File: config.mk
export PLATFORM = sky130hd
export DESIGN_NAME = dm_arbiter_flat
export DESIGN_NICKNAME = d
export VERILOG_FILES = /design/src/rtl/dm_arbiter_pkg.sv /design/src/rtl/dm_arbiter_if.sv /design/src/rtl/dm_be_legal.sv /design/src/rtl/dm_arbiter.sv /design/src/flat_wrapper.sv
export SDC_FILE = /design/constraint.sdc
export NUM_CORES = 1
export LEC_CHECK = 0
export ABC_AREA = 0
export CORE_AREA = 3 3 104 106
export CTS_BUF_LIST = sky130_fd_sc_hd__clkbuf_8 sky130_fd_sc_hd__clkbuf_16
export CTS_CLUSTER_SIZE = 8
export DETAILED_ROUTE_END_ITERATION = 8
export DIE_AREA = 0 0 107 109
export GPL_ROUTABILITY_DRIVEN = 0
export PLACE_DENSITY_LB_ADDON = 0.08
export SYNTH_ARGS = -nofsm -noshare
export SYNTH_HDL_FRONTEND = slang
export SYNTH_SLANG_ARGS = --single-unit
File: constraint.sdc
create_clock -name Clk -period 2.2 [get_ports Clk]
set_input_delay 0.22 -clock Clk [delete_from_list [all_inputs] [get_ports Clk]]
set_output_delay 0.22 -clock Clk [all_outputs]
set_load 0.02 [all_outputs]
File: src/rtl/dm_arbiter_pkg.sv
// Shared definitions for the data-memory arbiter: owner encoding,
// legal byte-enable codes and default parameter values.
package dm_arbiter_pkg;

  // Identity of the requester that last received a grant.
  typedef enum logic {
    OWN_CPU = 1'b0,
    OWN_DMA = 1'b1
  } owner_e;

  localparam int MAX_BURST_DEF = 4;
  localparam int CNT_W_DEF     = 16;

  // Byte-enable patterns the memory accepts: single bytes,
  // aligned half-words and the full word.
  localparam logic [3:0] BE_B0 = 4'b0001;
  localparam logic [3:0] BE_B1 = 4'b0010;
  localparam logic [3:0] BE_B2 = 4'b0100;
  localparam logic [3:0] BE_B3 = 4'b1000;
  localparam logic [3:0] BE_H0 = 4'b0011;
  localparam logic [3:0] BE_H1 = 4'b1100;
  localparam logic [3:0] BE_W  = 4'b1111;

endpackage

File: src/rtl/dm_arbiter_if.sv
// Bundle of the CPU port, DMA port, memory port and status outputs
// of the data-memory arbiter.
interface dm_arbiter_if import dm_arbiter_pkg::*; #(
  parameter int CNT_W = CNT_W_DEF
) ();

  // CPU M-stage port
  logic             cpu_req;
  logic             cpu_we;
  logic [11:0]      cpu_addr;
  logic [31:0]      cpu_wdata;
  logic [3:0]       cpu_be;
  logic             cpu_gnt;
  logic [31:0]      cpu_rdata;
  logic             cpu_stall;

  // DMA / bridge port
  logic             dma_req;
  logic             dma_we;
  logic [11:0]      dma_addr;
  logic [31:0]      dma_wdata;
  logic [3:0]       dma_be;
  logic             dma_lock;
  logic             dma_gnt;
  logic [31:0]      dma_rdata;

  // Single-ported data memory
  logic [11:0]      dm_addr;
  logic [31:0]      dm_din;
  logic [3:0]       dm_be;
  logic             dm_we;
  logic [31:0]      dm_dout;

  // Status
  logic             be_err;
  logic [CNT_W-1:0] stall_cnt;

  // Arbiter side
  modport slave (
    input  cpu_req, cpu_we, cpu_addr, cpu_wdata, cpu_be,
    output cpu_gnt, cpu_rdata, cpu_stall,
    input  dma_req, dma_we, dma_addr, dma_wdata, dma_be, dma_lock,
    output dma_gnt, dma_rdata,
    output dm_addr, dm_din, dm_be, dm_we,
    input  dm_dout,
    output be_err, stall_cnt
  );

  // Requesters and memory side
  modport master (
    output cpu_req, cpu_we, cpu_addr, cpu_wdata, cpu_be,
    input  cpu_gnt, cpu_rdata, cpu_stall,
    output dma_req, dma_we, dma_addr, dma_wdata, dma_be, dma_lock,
    input  dma_gnt, dma_rdata,
    input  dm_addr, dm_din, dm_be, dm_we,
    output dm_dout,
    input  be_err, stall_cnt
  );

endinterface

File: src/rtl/dm_be_legal.sv
// Byte-enable legality check: single byte, aligned half-word or full
// word. Shared with the M-stage store unit.
module dm_be_legal import dm_arbiter_pkg::*; (
  input  logic [3:0] i_be,
  output logic       o_legal
);

  // Match against the legal pattern list
  always_comb begin
    o_legal = 1'b0;
    case (i_be)
      BE_B0, BE_B1, BE_B2, BE_B3, BE_H0, BE_H1, BE_W: o_legal = 1'b1;
      default:                                        o_legal = 1'b0;
    endcase
  end

endmodule

File: src/rtl/dm_arbiter.sv
// Data-memory arbiter between the CPU M-stage and the DMA port.
// Same-cycle combinational grant, round-robin tie break, bounded
// DMA lock bursts, illegal byte-enable write suppression.
module dm_arbiter import dm_arbiter_pkg::*; #(
  parameter int MAX_BURST = MAX_BURST_DEF,
  parameter int CNT_W     = CNT_W_DEF
) (
  input  logic       Clk,
  input  logic       Reset,
  dm_arbiter_if.slave bus
);

  localparam logic [3:0] MAX_BURST_C = 4'(MAX_BURST);

  owner_e           r_last_owner;
  logic             r_own_dma;
  logic [3:0]       r_burst_cnt;
  logic             r_be_err;
  logic [CNT_W-1:0] r_stall_cnt;

  logic             w_burst_hold;
  logic             w_cpu_gnt;
  logic             w_dma_gnt;
  logic             w_any_gnt;
  logic             w_sel_we;
  logic [3:0]       w_sel_be;
  logic             w_be_legal;
  logic             w_cpu_stall;
  logic             w_own_dma_next;
  logic [3:0]       w_burst_cnt_next;

  // A locked DMA keeps the port unless the CPU has waited a full burst.
  assign w_burst_hold = r_own_dma & bus.dma_req &
                        (~bus.cpu_req | (r_burst_cnt < MAX_BURST_C));

  // Grant selection: lock hold, then lone requester, then round-robin
  always_comb begin
    w_cpu_gnt = 1'b0;
    w_dma_gnt = 1'b0;
    if (!Reset) begin
      if (w_burst_hold) begin
        w_dma_gnt = 1'b1;
      end else if (bus.cpu_req && !bus.dma_req) begin
        w_cpu_gnt = 1'b1;
      end else if (bus.dma_req && !bus.cpu_req) begin
        w_dma_gnt = 1'b1;
      end else if (bus.cpu_req && bus.dma_req) begin
        if (r_last_owner == OWN_DMA) w_cpu_gnt = 1'b1;
        else                         w_dma_gnt = 1'b1;
      end
    end
  end

  assign w_any_gnt   = w_cpu_gnt | w_dma_gnt;
  assign w_sel_we    = w_dma_gnt ? bus.dma_we : bus.cpu_we;
  assign w_sel_be    = w_dma_gnt ? bus.dma_be : bus.cpu_be;
  assign w_cpu_stall = bus.cpu_req & ~w_cpu_gnt;

  dm_be_legal u_be_legal (
    .i_be    (w_sel_be),
    .o_legal (w_be_legal)
  );

  // Memory port mux; the CPU side is presented when idle, all zero in reset.
  assign bus.dm_addr = Reset ? 12'd0 : (w_dma_gnt ? bus.dma_addr  : bus.cpu_addr);
  assign bus.dm_din  = Reset ? 32'd0 : (w_dma_gnt ? bus.dma_wdata : bus.cpu_wdata);
  assign bus.dm_be   = Reset ? 4'd0  : w_sel_be;
  // An illegal-Be write is still granted so the requester moves on.
  assign bus.dm_we   = w_any_gnt & w_sel_we & w_be_legal;

  assign bus.cpu_gnt   = w_cpu_gnt;
  assign bus.dma_gnt   = w_dma_gnt;
  assign bus.cpu_rdata = bus.dm_dout;
  assign bus.dma_rdata = bus.dm_dout;
  assign bus.cpu_stall = w_cpu_stall;
  assign bus.be_err    = r_be_err;
  assign bus.stall_cnt = r_stall_cnt;

  // Ownership continues only while DMA is granted and asking to lock.
  assign w_own_dma_next   = w_dma_gnt & bus.dma_lock;
  assign w_burst_cnt_next = !w_own_dma_next      ? 4'd0 :
                            (r_burst_cnt == 4'hF) ? 4'hF :
                                                    4'(r_burst_cnt + 4'd1);

  // Arbitration history: last owner, lock ownership and burst length
  always_ff @(posedge Clk or posedge Reset) begin
    if (Reset) begin
      r_last_owner <= OWN_DMA;
      r_own_dma    <= 1'b0;
      r_burst_cnt  <= 4'd0;
    end else begin
      if (w_any_gnt) r_last_owner <= w_dma_gnt ? OWN_DMA : OWN_CPU;
      r_own_dma   <= w_own_dma_next;
      r_burst_cnt <= w_burst_cnt_next;
    end
  end

  // Status: one-cycle illegal-Be flag and saturating CPU stall counter
  always_ff @(posedge Clk or posedge Reset) begin
    if (Reset) begin
      r_be_err    <= 1'b0;
      r_stall_cnt <= '0;
    end else begin
      r_be_err <= w_any_gnt & w_sel_we & ~w_be_legal;
      if (w_cpu_stall && (r_stall_cnt != {CNT_W{1'b1}}))
        r_stall_cnt <= r_stall_cnt + 1'b1;
    end
  end

endmodule
File: src/flat_wrapper.sv
// flat-port wrapper written by rule: the top's interface ports become plain ports
module dm_arbiter_flat import dm_arbiter_pkg::*;
#(
  parameter int MAX_BURST = MAX_BURST_DEF,
  parameter int CNT_W     = CNT_W_DEF
)
  (Clk, Reset, bus_cpu_req, bus_cpu_we, bus_cpu_addr, bus_cpu_wdata, bus_cpu_be, bus_cpu_gnt, bus_cpu_rdata, bus_cpu_stall, bus_dma_req, bus_dma_we, bus_dma_addr, bus_dma_wdata, bus_dma_be, bus_dma_lock, bus_dma_gnt, bus_dma_rdata, bus_dm_addr, bus_dm_din, bus_dm_be, bus_dm_we, bus_dm_dout, bus_be_err, bus_stall_cnt);
  dm_arbiter_if #(.CNT_W(CNT_W)) bus_i ();
  input  logic Clk;
  input  logic Reset;
  input wire logic [$bits(bus_i.cpu_req)-1:0] bus_cpu_req;
  input wire logic [$bits(bus_i.cpu_we)-1:0] bus_cpu_we;
  input wire logic [$bits(bus_i.cpu_addr)-1:0] bus_cpu_addr;
  input wire logic [$bits(bus_i.cpu_wdata)-1:0] bus_cpu_wdata;
  input wire logic [$bits(bus_i.cpu_be)-1:0] bus_cpu_be;
  output wire logic [$bits(bus_i.cpu_gnt)-1:0] bus_cpu_gnt;
  output wire logic [$bits(bus_i.cpu_rdata)-1:0] bus_cpu_rdata;
  output wire logic [$bits(bus_i.cpu_stall)-1:0] bus_cpu_stall;
  input wire logic [$bits(bus_i.dma_req)-1:0] bus_dma_req;
  input wire logic [$bits(bus_i.dma_we)-1:0] bus_dma_we;
  input wire logic [$bits(bus_i.dma_addr)-1:0] bus_dma_addr;
  input wire logic [$bits(bus_i.dma_wdata)-1:0] bus_dma_wdata;
  input wire logic [$bits(bus_i.dma_be)-1:0] bus_dma_be;
  input wire logic [$bits(bus_i.dma_lock)-1:0] bus_dma_lock;
  output wire logic [$bits(bus_i.dma_gnt)-1:0] bus_dma_gnt;
  output wire logic [$bits(bus_i.dma_rdata)-1:0] bus_dma_rdata;
  output wire logic [$bits(bus_i.dm_addr)-1:0] bus_dm_addr;
  output wire logic [$bits(bus_i.dm_din)-1:0] bus_dm_din;
  output wire logic [$bits(bus_i.dm_be)-1:0] bus_dm_be;
  output wire logic [$bits(bus_i.dm_we)-1:0] bus_dm_we;
  input wire logic [$bits(bus_i.dm_dout)-1:0] bus_dm_dout;
  output wire logic [$bits(bus_i.be_err)-1:0] bus_be_err;
  output wire logic [$bits(bus_i.stall_cnt)-1:0] bus_stall_cnt;
  assign bus_i.cpu_req = bus_cpu_req;
  assign bus_i.cpu_we = bus_cpu_we;
  assign bus_i.cpu_addr = bus_cpu_addr;
  assign bus_i.cpu_wdata = bus_cpu_wdata;
  assign bus_i.cpu_be = bus_cpu_be;
  assign bus_cpu_gnt = bus_i.cpu_gnt;
  assign bus_cpu_rdata = bus_i.cpu_rdata;
  assign bus_cpu_stall = bus_i.cpu_stall;
  assign bus_i.dma_req = bus_dma_req;
  assign bus_i.dma_we = bus_dma_we;
  assign bus_i.dma_addr = bus_dma_addr;
  assign bus_i.dma_wdata = bus_dma_wdata;
  assign bus_i.dma_be = bus_dma_be;
  assign bus_i.dma_lock = bus_dma_lock;
  assign bus_dma_gnt = bus_i.dma_gnt;
  assign bus_dma_rdata = bus_i.dma_rdata;
  assign bus_dm_addr = bus_i.dm_addr;
  assign bus_dm_din = bus_i.dm_din;
  assign bus_dm_be = bus_i.dm_be;
  assign bus_dm_we = bus_i.dm_we;
  assign bus_i.dm_dout = bus_dm_dout;
  assign bus_be_err = bus_i.be_err;
  assign bus_stall_cnt = bus_i.stall_cnt;
  dm_arbiter #(.MAX_BURST(MAX_BURST), .CNT_W(CNT_W)) u_core (.Clk(Clk), .Reset(Reset), .bus(bus_i));
endmodule
==> results.json, run 1 <==
{
  "yosysUniqueCellTypes": 31,
  "seq_power_share": 0.324,
  "ctsLongestPathBuffers": 2,
  "dr.max_layer_used": "met4",
  "synthFlopType": "dfrtp_1",
  "cellPowerDensity_nw_per_um2": 493.5,
  "dr_wl_met2_um": 5045,
  "min_path_type": "in2async",
  "async_flop_share": 1.000,
  "grt_max_degree": 54,
  "yosysTopAreaCellShare": 0.2389,
  "dp_slack_ps": -254.4,
  "cts_tree": "yes",
  "crit_arrival_ps": 1900,
  "ys_top_cells_by_area": "dfrtp_1, buf_4, nand2_1",
  "postSynthRegisterBits": 23,
  "rows": 36,
  "crit_type": "reg2out",
  "synth-edff-count": 0,
  "critPathRequiredTime_ps": 1980,
  "rsz0062_at_grt": "yes",
  "seqCellArea_um2": 576.8,
  "cp_max_fo": 22,
  "min_period_ps": 2116,
  "die_width_um": 107,
  "postSynthCellCount": 344,
  "insertion_delay_ps": 260,
  "cts.sinks": 23,
  "grt.total_usage": 0.1582,
  "critPathMaxStageDelay_ps": 360,
  "via_per_inst": 4.379,
  "drt_iter0_markers": 87,
  "status": "completed",
  "critPathCaptureType": "output port",
  "r2r-end": "u_core.bus.stall_cnt[5]",
  "port_buffers": 171,
  "crit_path_start_kind": "flop",
  "h-tree-depth": 1,
  "rr_worst_depth": 7,
  "hold_viol_final": 0,
  "synth_area_per_cell_um2": 6.700,
  "clk_pin_slew_ps": 80,
  "grt_remaining_overflow": 0,
  "synth_common_cells": "nand2_1, buf_4, a21oi_1",
  "die_height_um": 109,
  "cp_top_family": "buffers and inverters",
  "die_area_um2": 11660,
  "wl_met3_um": 870,
  "first_pass_iters": 4,
  "comb_power_share": 0.534,
  "tns_ps": 0,
  "multiInputGateArea_um2": 1176,
  "nets": 602,
  "irDropWorstVdd_uv": 440.6,
  "yosysMostFrequentCell": "nand2_1",
  "post-dp-hpwl_um": 8004,
  "wl_um": 9565,
  "root_buffer": "clkbuf_8",
  "crit_slowest_cell": "dfrtp_1",
  "power_switching_share": 0.3909,
  "worst-path-buf-inv": 3,
  "worstMarginPinSlew_ps": 451.5,
  "synth_seq_area_share": 0.2503,
  "leakagePower_uw": 0.001697,
  "antenna_found_initial": 0,
  "timing.fmax_mhz": 472.7,
  "core_um2": 9864,
  "yosysTopAreaCell": "dfrtp_1",
  "wl_met1_um": 3614,
  "drive_gt1_frac": 0.1875,
  "max-cap-violations": 0,
  "finClkSkew_ps": 2.499,
  "regToRegSetupSlack_ps": 250,
  "crit_chain": "nor3b_4, buf_4, o21ai_4, buf_12, nand2_1, a21oi_1, clkdlybuf4s15_1",
  "p_sw_uw": 716.9,
  "ant_nets": 0,
  "grt_pass1_vias": 2663,
  "finalSetupViolCount": 0,
  "area_delta_synth_final_pct": 61.24,
  "n_fill_cell": 1073,
  "wire_per_inst_um": 16.02,
  "drcViolationCount": 0,
  "numCtsBuffers": 3,
  "synth_fp_nets": 481,
  "via_count": 2614,
  "antenna_cells": 0,
  "start_util": 0.2336,
  "ios": 268,
  "finalWorstSetupSlack_ps": 84.48,
  "finalMaxSlewViolations": 0,
  "grt_pass1_wl_um": 14500,
  "synth_area_um2": 2305,
  "hold_slack_ps": 20.34,
  "hold_buffers": 0,
  "crit-reg2reg-launch": "u_core.r_burst_cnt[3]",
  "power.internal_uw": 1117,
  "yosys_warnings": 0,
  "slew-limit-headroom": 0.6987,
  "fin_crit_sh": 0.9616,
  "clkPwrFrac": 0.142
}
==> placed cells by master (no fill, tap or decap), types with 4 or more instances in the layout <==
cell type        instances
a21oi_1                 50
and3_1                   4
buf_12                   5
buf_2                   24
buf_4                   23
clkbuf_2                23
clkdlybuf4s50_1        118
dfrtp_1                 22
inv_1                    8
nand2_1                108
nand3_1                  9
nand4_1                  6
nor2_1                   9
nor3_1                   7
o21ai_0                  4
xnor2_1                 12
==> state kept, by name (all words and copies together), names as in the netlist <==
| signal | cells |
|---|---|
| u_core.r_own_dma | 1 |
| u_core.bus.stall_cnt | 16 |
| u_core.r_last_owner | 1 |
| u_core.r_burst_cnt | 4 |
| u_core.bus.be_err | 1 |
==> worst max-delay path by stage <==
stage	endpoint	depth (start not counted)	start
4_1_cts	bus_dm_din[29]	7	u_core.r_own_dma
3_3_place_gp	bus_dm_din[22]	7	bus_cpu_req
3_5_place_dp	bus_dm_din[22]	7	bus_cpu_req
6_report	bus_dm_din[26]	7	u_core.r_own_dma
2_1_floorplan	bus_dm_we	5	u_core.r_burst_cnt[3]
5_1_grt	bus_dm_din[14]	7	u_core.r_burst_cnt[3]
==> layout make-up <==
| cell class | instances | area share |
|---|---|---|
| timing repair buffer | 197 | 0.4643 |
| multi-input combinational | 233 | 0.3165 |
| sequential | 23 | 0.1552 |
| tap | 133 | 0.04478 |
| clock buffer | 3 | 0.01111 |
| inverter | 7 | 0.007071 |
| clock inverter | 1 | 0.001010 |
==> power groups by stage <==
stage / logic [uW] / clock network [uW] / registers (uW)
floorplan: 537 / 0 / 669
global placement: 1040 / 0 / 598
detailed placement: 1050 / 0 / 598
CTS: 1020 / 275 / 591
global route: 1060 / 287 / 604
finish: 979 / 261 / 594
==> routing by layer <==
metal / global-route usage / vias up
li1: - / 1299
met3: 0.05565 / 6
met1: 0.1845 / 1172
met5: 0 / -
met4: 0.02192 / 0
met2: 0.2864 / 137
==> through the flow <==
stage                     instance area, um2    util  power [uW]  cells
final                                   3716  0.3767        1834    597
after global routing                    3716  0.3767        1950    597
after CTS                               3941  0.3995        1888    596
after detailed placement                3892  0.3946        1647    592
after global placement                  3892  0.3946        1641    592
after floorplan                         2305       -        1205    344
==> kinds of logic after synthesis <==
group	after synthesis	synth area share
and+or+nand+nor	153	0.2850
buffers and inverters	88	0.2492
AOI/OAI and AO/OA	62	0.1433
DFF	23	0.2503
xor gates and xnor gates	15	0.05700
adders and majority gates	2	0.01086
muxes	1	0.004343
==> what timing repair did <==
item | CTS | global route
endpoints found under the setup margin | 52 | 51
buffers inserted | 0 | 1
resized for setup | 118 | 63
No activity file was read; power rests on OpenSTA's default activity.
==> run 2: changes to the inputs <==
--- a/config.mk
+++ b/config.mk
@@ -12,7 +12,8 @@
 export DETAILED_ROUTE_END_ITERATION = 8
 export DIE_AREA = 0 0 107 109
 export GPL_ROUTABILITY_DRIVEN = 0
-export PLACE_DENSITY_LB_ADDON = 0.08
+export GPL_TIMING_DRIVEN = 0
+export PLACE_DENSITY = 0.7
 export SYNTH_ARGS = -nofsm -noshare
 export SYNTH_HDL_FRONTEND = slang
 export SYNTH_SLANG_ARGS = --single-unit
==> constraint.sdc (replaced) <==
create_clock -name Clk -period 2.2 [get_ports Clk]
set_input_delay 0.22 -clock Clk [delete_from_list [all_inputs] [get_ports Clk]]
set_output_delay 0.22 -clock Clk [all_outputs]
set_load 0.01 [all_outputs]
==> run 2 against run 1 <==
Compared with the run above: the flow now finishes with violations (setup timing); final cell count is 25% higher; power is 12% higher; sequential cell count stayed put; clock skew is 1.6 ps higher; critical path type unchanged; largest power group unchanged.
==> results.json, run 2 (synthesis results as in run 1) <==
{
  "critPathCaptureType": "output port",
  "drive_gt1_frac": 0.3122,
  "placed_area_um2": 4823,
  "drcViolationCount": 0,
  "area_delta_synth_final_pct": 121.8,
  "violations": "setup timing",
  "antenna_found_initial": 0,
  "numCtsBuffers": 3,
  "hold_end": "u_core.bus.stall_cnt[7]",
  "leakagePower_uw": 0.002375,
  "rr_worst_depth": 7,
  "largest_reg_flops": 16,
  "cts_tree": "yes",
  "max-cap-violations": 0,
  "first_pass_iters": 6,
  "grt_max_degree": 24,
  "die_width_um": 107,
  "tns_ps": -26.26,
  "post-dp-hpwl_um": 8978,
  "root_buffer": "clkbuf_8",
  "via_per_inst": 4.316,
  "n_fill_cell": 947,
  "grt_pass1_wl_um": 16000,
  "hold_buffers": 0,
  "hold_viol_final": 0,
  "grt.total_usage": 0.1707,
  "crit_path_start_kind": "flop",
  "grt_pass1_vias": 3295,
  "min_period_ps": 2226,
  "antenna_cells": 0,
  "final_cell_area_um2": 5111,
  "startpoint": "u_core.r_burst_cnt[3]",
  "hold_path_depth": 1,
  "ant_nets": 0,
  "port_buffers": 235,
  "r2r-end": "u_core.bus.stall_cnt[12]",
  "h-tree-depth": 1,
  "crit-reg2reg-launch": "u_core.r_burst_cnt[3]",
  "total_power_uw": 2055,
  "irDropWorstVdd_uv": 304.5,
  "min_path_type": "reg2reg",
  "cts.sinks": 23,
  "finalSetupViolCount": 1,
  "critPathRequiredTime_ps": 1980,
  "drt_iter0_markers": 148,
  "dp_slack_ps": -703.9,
  "crit_arrival_ps": 2010,
  "final_common_cell": "clkdlybuf4s50_1",
  "nets": 753,
  "fin_crit_sh": 1.012,
  "via_count": 3228,
  "crit_type": "reg2out",
  "finalMaxSlewViolations": 0,
  "ios": 268,
  "timing.fmax_mhz": 449.2,
  "ctsLongestPathBuffers": 2,
  "wire_per_inst_um": 14.83,
  "holdCritStartpoint": "u_core.bus.stall_cnt[7]",
  "rows": 36,
  "rsz0062_at_grt": "yes",
  "cellPowerDensity_nw_per_um2": 402.1,
  "start_util": 0.2336,
  "wl_um": 11100,
  "status": "complete, but fails checks",
  "worstMarginPinSlew_ps": 871.8,
  "die_height_um": 109,
  "die_area_um2": 11660,
  "finClkSkew_ps": 4.062,
  "final_cell_mix": "clkdlybuf4s50_1, nand2_1, buf_4, a21oi_1, buf_2",
  "cp_max_fo": 7,
  "slew-limit-headroom": 0.4182,
  "clk_pin_slew_ps": 80,
  "core_um2": 9864,
  "regToRegSetupSlack_ps": 190,
  "grt_remaining_overflow": 0,
  "insertion_delay_ps": 270,
  "finalWorstSetupSlack_ps": -26.26
}
## run 2: per-layer routing
layer  up-vias  global-route usage  wire [um]
met2       155              0.3287       6113
met4         0             0.02740        155
met5         -                   0          0
met1      1454              0.1826       3820
met3        14             0.05861       1006
li1       1605                   -          -
## run 2: worst max path at each step
| stage | endpoint | slack, ps | cells past startpoint |
|---|---|---|---|
| 4_1_cts | bus_dm_din[6] | -70 | 8 |
| 5_1_grt | bus_dm_we | -100 | 9 |
| 3_3_place_gp | bus_dm_addr[8] | -700 | 8 |
| 3_5_place_dp | bus_dm_addr[8] | -700 | 8 |
| 2_1_floorplan | bus_dm_we | 420 | 6 |
| 6_report | bus_dm_din[16] | -30 | 11 |
## run 2: layout make-up
class / instances / area, um2 / area share
repair buffers: 268 / 2421 / 0.4737
multi-input cells: 233 / 1254 / 0.2453
flip-flops and latches: 23 / 579.3 / 0.1133
plain buffers: 80 / 618.1 / 0.1209
well taps: 133 / 166.4 / 0.03256
clock inverters: 1 / 5.005 / 0.0009792
inverters: 7 / 26.28 / 0.005141
clock buffers: 3 / 41.29 / 0.008078
## run 2: worst max-delay path: stages (launching register included)
cell      delay (ps)
dfrtp_2          440
nor3b_4          230
buf_6            140
o21ai_4           60
buf_12           150
buf_6            110
clkbuf_8         130
buf_6            110
buf_6            100
nand2_2           50
a21oi_2           50
buf_2            170
## run 2: report_power, final
part	total, uW	internal [uW]	switching (uW)
clock network	265	127	138
logic	1200	721	474
registers	595	497	98.0
## run 2: through the flow
stage	cells	hold slack (ps)	util
after floorplan	344	389.0	-
after global placement	712	482.7	0.4890
after detailed placement	712	497.0	0.4890
after CTS	743	511.0	0.5108
after global routing	748	526.8	0.5181
final	748	505.3	0.5181
## run 2: what timing repair did
| action | CTS | global route |
|---|---|---|
| endpoints found under the setup margin | 51 | 51 |
| cloned | 3 | 0 |
| gates resized for setup | 225 | 48 |
| pin swaps | 12 | 8 |
| setup buffers | 26 | 6 |
==> run 3: changes to the inputs <==
==> constraint.sdc (replaced) <==
create_clock -name Clk -period 2.4 [get_ports Clk]
set_input_delay 0.24 -clock Clk [delete_from_list [all_inputs] [get_ports Clk]]
set_output_delay 0.24 -clock Clk [all_outputs]
set_load 0.01 [all_outputs]
==> run 3 against run 2 <==
Compared with the run above: the run now ends clean; non-clock buffer count is 23 lower; wire length is 5.9% lower; critical path depth is 2 lower; power is 12% lower; critical endpoint is now bus_dm_din[18]; hold slack hardly changed; die area stayed put; largest cell class unchanged; combinational power is 16% lower; clock power is 8.3% lower; sequential power is 8.4% lower.
==> results.json, run 3 (synthesis results as in run 1) <==
{
  "status": "completed",
  "antenna_cells": 0,
  "irDropWorstVdd_uv": 279.1,
  "insertion_delay_ps": 270,
  "wl_um": 10440,
  "r2r-end": "u_core.bus.stall_cnt[12]",
  "critPathRequiredTime_ps": 2160,
  "via_count": 3092,
  "hold_buffers": 0,
  "startpoint": "u_core.r_burst_cnt[2]",
  "clk_pin_slew_ps": 90,
  "final_core_util": 0.5033,
  "root_buffer": "clkbuf_8",
  "h-tree-depth": 1,
  "rows": 36,
  "post-dp-hpwl_um": 8978,
  "endpoint": "bus_dm_din[18]",
  "drive_gt1_frac": 0.1706,
  "crit_arrival_ps": 2050,
  "start_util": 0.2336,
  "hold_viol_final": 0,
  "area_delta_synth_final_pct": 115.4,
  "hold_slack_ps": 505.5,
  "drt_iter0_markers": 110,
  "grt_pass1_wl_um": 15260,
  "die_area_um2": 11660,
  "grt_pass1_vias": 3146,
  "max-cap-violations": 0,
  "wire_per_inst_um": 14.40,
  "n_fill_cell": 961,
  "cts.sinks": 23,
  "ant_nets": 0,
  "min_path_type": "reg2reg",
  "met2_usage": 0.3103,
  "crit_type": "reg2out",
  "die_width_um": 107,
  "final_cell_mix": "clkdlybuf4s50_1, nand2_1, buf_4, a21oi_1, dlygate4sd2_1",
  "regToRegSetupSlack_ps": 340,
  "grt_max_degree": 24,
  "crit-reg2reg-launch": "u_core.r_burst_cnt[2]",
  "cp_max_fo": 8,
  "core_um2": 9864,
  "finClkSkew_ps": 5.428,
  "fin_crit_sh": 0.9552,
  "port_buffers": 235,
  "slew-limit-headroom": 0.4148,
  "numCtsBuffers": 3,
  "grt.total_usage": 0.1624,
  "largest_reg_flops": 16,
  "critPathCaptureType": "output port",
  "first_pass_iters": 4,
  "rr_worst_depth": 7,
  "hold_path_depth": 1,
  "worstMarginPinSlew_ps": 876.8,
  "crit_path_start_kind": "flop",
  "use_met3": 0.05861,
  "ctsLongestPathBuffers": 2,
  "cellPowerDensity_nw_per_um2": 363.1,
  "top_usage_layer": "met2",
  "min_period_ps": 2292,
  "cts_tree": "yes",
  "leakagePower_uw": 0.002314,
  "die_height_um": 109,
  "total_power_uw": 1803,
  "antenna_found_initial": 0,
  "drcViolationCount": 0,
  "finalMaxSlewViolations": 0,
  "grt_remaining_overflow": 0,
  "timing.fmax_mhz": 436.2,
  "nets": 730,
  "met1_usage": 0.1765,
  "ios": 268,
  "finalSetupViolCount": 0,
  "via_per_inst": 4.265,
  "final_common_cell": "clkdlybuf4s50_1"
}
[run 3: what timing repair did]
item | 4_1_cts | 5_1_grt
pin swaps | 2 | 1
buffers inserted | 6 | 4
endpoints found under the setup margin | 51 | 12
gates cloned | 0 | 0
gates resized for setup | 82 | 8
[run 3: area by class of cell]
cell class | count | area, um2 | share of cell area
clock buffers | 3 | 41.29 | 0.008317
repair buffers | 245 | 2361 | 0.4756
well taps | 133 | 166.4 | 0.03352
multi-input cells | 233 | 1180 | 0.2377
flip-flops and latches | 23 | 579.3 | 0.1167
inverters | 7 | 26.28 | 0.005292
plain buffers | 80 | 605.6 | 0.1220
clock inverters | 1 | 5.005 | 0.001008
[run 3: where the power goes]
group	leakage (uW)	internal (uW)	switching (uW)
clock	0.0000255	116	127
sequential	0.000294	456	89.6
combinational	0.00199	614	401
total	0.00231	1190	617
[run 3: worst min path at each step]
stage	startpoint	endpoint
floorplan	bus_dma_lock	u_core.r_own_dma
global route	u_core.bus.stall_cnt[15]	u_core.bus.stall_cnt[15]
global placement	u_core.r_burst_cnt[0]	u_core.r_burst_cnt[0]
detailed placement	u_core.bus.stall_cnt[15]	u_core.bus.stall_cnt[15]
CTS	u_core.r_burst_cnt[0]	u_core.r_burst_cnt[0]
finish	u_core.bus.stall_cnt[7]	u_core.bus.stall_cnt[7]
[run 3: layer usage]
layer	share of wire	routed length [um]
met1	0.36	3733
met2	0.54	5663
met3	0.091	947
met4	0.0093	97
met5	0	0
[run 3: worst max-delay path, stage by stage, from the launching register on]
cell and delay [ps]:
dfrtp_2 450, nor3b_4 240, buf_4 160, o21ai_4 60
buf_4 160, clkbuf_8 150, buf_4 140, nand2_1 60
a21oi_1 60, dlygate4sd2_1 310
[run 3: per-stage QoR]
step,worst slack [ps],std cells,area (um2),setup TNS [ps]
CTS,4.468,721,4933,0
global placement,-536.4,712,4823,-17020
finish,107.6,725,4965,0
detailed placement,-543.9,712,4823,-17680
floorplan,601.8,344,2305,0
global route,-0.1168,725,4965,-0.1168
